$ cat config.mk
export PLATFORM = sky130hd
export DESIGN_NAME = instr_fetch_queue
export DESIGN_NICKNAME = d
export VERILOG_FILES = /design/src/rtl/instr_fetch_queue.sv
export SDC_FILE = /design/constraint.sdc
export NUM_CORES = 1
export LEC_CHECK = 0
export ABC_AREA = 1
export BUFFER_PORTS_ARGS = -buffer_cell sky130_fd_sc_hd__clkbuf_2
export CORE_MARGIN = 2
export CORE_UTILIZATION = 48
export CTS_CLUSTER_DIAMETER = 50
export DETAILED_ROUTE_END_ITERATION = 10
export PLACE_DENSITY = 0.78
export SYNTH_ARGS = -nofsm -noshare
export SYNTH_HDL_FRONTEND = slang
export SYNTH_SLANG_ARGS = --single-unit
export TNS_END_PERCENT = 1
$ cat constraint.sdc
create_clock -name clk -period 4.7 [get_ports clk]
set_clock_uncertainty 0.2 [all_clocks]
set_input_delay 0.47 -clock clk [delete_from_list [all_inputs] [get_ports clk]]
set_output_delay 0.47 -clock clk [all_outputs]
set_load 0.02 [all_outputs]
$ cat src/rtl/instr_fetch_queue.sv
// Sequential instruction fetch with a small in-order queue. Credits
// (queued + in-flight) bound outstanding requests to DEPTH. A redirect
// flushes the queue and marks responses still in flight as stale.
module instr_fetch_queue #(
  parameter logic [31:0] PC_INIT = 32'h0000_0000,
  parameter int          DEPTH   = 2,
  parameter logic [1:0]  SZ_WORD = 2'b01
) (
  input  logic        clk,
  input  logic        reset,
  input  logic        redirect,
  input  logic [31:0] redirect_pc,
  output logic        out_valid,
  input  logic        out_ready,
  output logic [31:0] out_instr,
  output logic [31:0] out_pc,
  output logic [31:0] mem_addr,
  output logic        mem_req,
  input  logic        mem_busy,
  input  logic        mem_rvalid,
  input  logic [31:0] mem_rdata,
  output logic [1:0]  mem_access_size,
  output logic        mem_rd_wr,
  output logic        mem_enable
);

  localparam int CW = $clog2(DEPTH + 1);
  localparam int PW = $clog2(DEPTH);

  typedef struct packed {
    logic [31:0] pc;
    logic [31:0] instr;
  } entry_t;

  entry_t          q [DEPTH];
  logic [PW-1:0]   head, tail;
  logic [CW-1:0]   count, inflight, drop;
  logic [31:0]     fetch_pc, resp_pc;
  logic [CW:0]     used;
  logic            accept, push, pop;
  logic [31:0]     target;

  function automatic logic [PW-1:0] nxt(input logic [PW-1:0] p);
    return (p == PW'(DEPTH - 1)) ? '0 : p + 1'b1;
  endfunction

  assign used            = {1'b0, count} + {1'b0, inflight};
  assign mem_req         = !reset && !redirect && (used < (CW+1)'(DEPTH));
  assign accept          = mem_req && !mem_busy;
  // Redirect wins over both queue ports; a response landing that cycle is stale.
  assign push            = mem_rvalid && (drop == '0) && !redirect;
  assign pop             = out_valid && out_ready && !redirect;
  assign target          = {redirect_pc[31:2], 2'b00};

  assign mem_addr        = fetch_pc;
  assign mem_access_size = SZ_WORD;
  assign mem_rd_wr       = 1'b1;
  assign mem_enable      = ~reset;

  // Head presentation; zero when empty so reset/flush show clean outputs.
  always_comb begin
    out_valid = (count != '0);
    out_instr = '0;
    out_pc    = '0;
    if (out_valid) begin
      out_instr = q[head].instr;
      out_pc    = q[head].pc;
    end
  end

  // Queue storage: data only, validity lives in count.
  always_ff @(posedge clk) begin
    if (push) q[tail] <= '{pc: resp_pc, instr: mem_rdata};
  end

  // Fetch PC, credit counters, queue pointers and redirect handling.
  always_ff @(posedge clk) begin
    if (reset) begin
      fetch_pc <= PC_INIT;
      resp_pc  <= PC_INIT;
      count    <= '0;
      inflight <= '0;
      drop     <= '0;
      head     <= '0;
      tail     <= '0;
    end else begin
      inflight <= inflight + CW'(accept) - CW'(mem_rvalid);
      if (accept) fetch_pc <= fetch_pc + 32'd4;
      if (redirect) begin
        fetch_pc <= target;
        resp_pc  <= target;
        count    <= '0;
        head     <= '0;
        tail     <= '0;
        drop     <= drop + inflight - CW'(mem_rvalid);
      end else begin
        if (mem_rvalid && (drop != '0)) drop <= drop - 1'b1;
        if (push) begin
          tail    <= nxt(tail);
          resp_pc <= resp_pc + 32'd4;
        end
        if (pop) head <= nxt(head);
        count <= count + CW'(push) - CW'(pop);
      end
    end
  end

endmodule

==> reports/metrics.csv <==
metric,value,unit
outcome,completed,
"FF+latch count, synth",193,
GRT Overall Usage,22.4,%
Fin Setup TNS,0,ns
DRC,0,
initial antenna violation count,0,
Max Root-Sink Buffers,2,
Tcrit/Tclk final,62.0,%
warnings from Yosys,0,
DRT antenna net count,0,
core box area,18800,um^2
H-tree levels,4,
cts hold-fix bufs,0,
Final GP Congestion,0.971,
Synth cell types,34,
vias in the first global route,7168,
cell taking the most area after synthesis,edfxtp_1,
first-pass GRT wire length,35900,um
vias per cell,5.25,
Crit path max-delay family,simple AND/OR/NAND/NOR gates,
P_int,2940,uW
final hold viol count,0,
"most common cell after layout, fill and taps aside",nand2_1,
CTS tree,done,
# port buffers,162,
worst reg2reg endpoint,mem_addr[13]$_SDFFE_PP0P_,
CTS Sinks,193,
FILL cells,1670,
register area,5110,um^2
Buf/Inv on CP,2,
most frequent cells in the layout,"356 x nand2_1, 162 x clkbuf_2, 124 x edfxtp_1",
CP Max Fanout,13,
share of the synthesized area in the top cell type,40.4,%
slowest cell on the critical path,nand2_1,
"most used cell, CP",nand2_1,
unrepaired setup endpoints after global routing,false,
peak supply drop,0.259,mV
Final min period,2.91,ns
Clock power frac,39.2,%
worst-margin pin slew,1.08,ns
post-DP HPWL,15200,um
postcts setup bufs,0,
Hold Crit Start,mem_rdata[23],
Max-Slew Margin vs Limit,28.2,%
worst r2r src,count[0]$_SDFF_PP0_,
post-synthesis sequential area ratio,55.4,%
Starting DRT DRC Count,577,
sequential power share,50.3,%
worst-skew pair later-pin latency,0.44,ns
Initial Util,49.1,%
Gate Count Post-Synth,1103,
r2r setup slk,1.79,ns
critical-path cell list,nand2_1 > inv_1 > fa_1 > nor2_1 > nand3b_2 > nand2_1 > inv_1 > nand2_1 > nand2_1 > a21oi_1 > nor2_1,
largest net degree at the start of global routing,64,
endpoints failing setup,0,
multi-input logic area,3550,um^2
Comb pwr share,10.4,%
critical path startpoint category,register,
Wirelength per Cell,15.1,um
CP Data Required Time,4.82,ns
"Gates resized, CTS repair",0,
Hold Path End,q[1][23]$_DFFE_PP_,
share of cells above drive strength 1,17.7,%
via count,7863,
mapped cell area,9210,um^2
die height,143,um
Die Width,143,um
Pwr per Cell Area,362,nW/um^2
reg2reg path depth,11,
I/O Pins,172,
Final Util,57.8,%
crit path DAT,3.03,ns
Worst setup EP type,register,
total CTS buffers,17,
crit path kind,reg -> reg,
DRT Wirelength,22600,um
area grow syn2layout,17.7,%
Worst Hold Class,in -> reg,
crit-path max cell delay,0.47,ns
CTS root buffer,clkbuf_16,
Max Cap Viol,0,
Clock transition at path regs,0.07,ns
maximum clock rate,343,MHz
synth top area cells,"edfxtp_1 40%, dfxtp_1 15%, nand2_1 15%",
leak pwr,0.00445,uW
max-slew violation count,0,
worst hold stages,1,
sw power,991,uW
synthesized area per cell,8.35,um^2
full die area,20300,um^2
number of placement rows,50,
final net count,1330,
Antenna diodes,0,
1st-pass router iterations,5,
grt ovf,0,
switching power share of the total,25.2,%
==> layout make-up <==
type                       count  share of cell area [%]
multi-input combinational    767                    32.7
sequential                   193                    47.1
clock inverter                13                    1.82
tap                          234                    2.70
timing repair buffer         171                    8.22
inverter                     100                    3.46
clock buffer                  19                    3.99
==> worst reg2reg max path: stages, from the launching register on <==
cell      delay (ns)
dfxtp_1         0.40
nand2_1         0.07
inv_1           0.07
fa_1            0.41
nor2_1          0.21
nand3b_2        0.28
nand2_1         0.48
inv_1           0.33
nand2_1         0.14
nand2_1         0.05
a21oi_1         0.12
nor2_1          0.05
==> how the worst max path moves through the flow <==
stage / startpoint / endpoint / cells after the start
after floorplan: drop[0]$_SDFFE_PP0P_ / q[0][0]$_DFFE_PP_ / 6
after global placement: count[0]$_SDFF_PP0_ / mem_addr[13]$_SDFFE_PP0P_ / 11
after detailed placement: count[0]$_SDFF_PP0_ / mem_addr[13]$_SDFFE_PP0P_ / 11
after CTS: count[0]$_SDFF_PP0_ / mem_addr[13]$_SDFFE_PP0P_ / 11
after global routing: count[0]$_SDFF_PP0_ / mem_addr[13]$_SDFFE_PP0P_ / 11
final: count[0]$_SDFF_PP0_ / mem_addr[13]$_SDFFE_PP0P_ / 11
==> cell families (layout without fill, tap and decap cells) <==
logic type               Yosys count  in the layout  synth area share [%]
buffers and inverters            148            303                  6.50
AO/OA/AOI/OAI                    197            197                  11.2
XOR/XNOR                          18             18                  1.71
AND/OR/NAND/NOR                  535            535                  23.6
adder cells (fa/ha/maj)           10             10                  1.44
other                              2              7                0.0816
flip-flops                       193            193                  55.4
==> sequential cells by signal, indices dropped and copies added (netlist names), named ones only <==
register	flops
drop	2
count	2
mem_addr	30
head	1
inflight	2
q	124
resp_pc	30
tail	1
==> routing by layer <==
metal	up-vias	GRT usage [%]	part of all wire, %
met5	-	0	0
met4	0	8.23	2.5
met3	36	4.31	8.4
met2	309	35.0	44
met1	3597	31.3	45
li1	3921	-	-
==> cell usage after synthesis <==
cell type / number
inv_2: 2
nor2_1: 94
dfxtp_1: 69
nand2_1: 356
nor2_2: 10
nand3_1: 46
nand2_2: 2
fa_1: 1
a31oi_1: 17
xnor2_1: 6
o31ai_1: 2
clkbuf_1: 30
o22ai_1: 3
nor3_1: 6
a21o_1: 1
conb_1: 2
xor2_1: 12
or2_2: 3
a21oi_1: 118
o21a_1: 1
o21ai_0: 46
inv_1: 98
a211oi_1: 1
edfxtp_1: 124
o21ai_1: 5
buf_4: 9
buf_1: 2
nor2_4: 1
nand3b_2: 1
nand4_1: 8
ha_1: 9
o211ai_1: 3
buf_2: 7
nand3b_1: 8
==> power by group through the flow <==
stage	sequential [uW]	combinational, uW	clock, uW
4_1_cts	1980	410	1560
5_1_grt	1990	459	1620
6_report	1980	409	1540
3_3_place_gp	2010	395	0
2_1_floorplan	2010	259	0
3_5_place_dp	2010	406	0
==> through the flow <==
step           hold WS, ns  worst slack (ns)  total power [uW]  cells  instance area, um^2
6_report            0.0222              1.79              3930   1497                10800
5_1_grt             0.0157              1.57              4070   1497                10800
4_1_cts             0.0106              1.80              3940   1497                10800
3_5_place_dp         0.260              1.82              2420   1465                10200
3_3_place_gp         0.255              1.85              2400   1465                10200
2_1_floorplan        0.247             0.514              2270   1108                 9230
(Power assumes the default switching activity.)
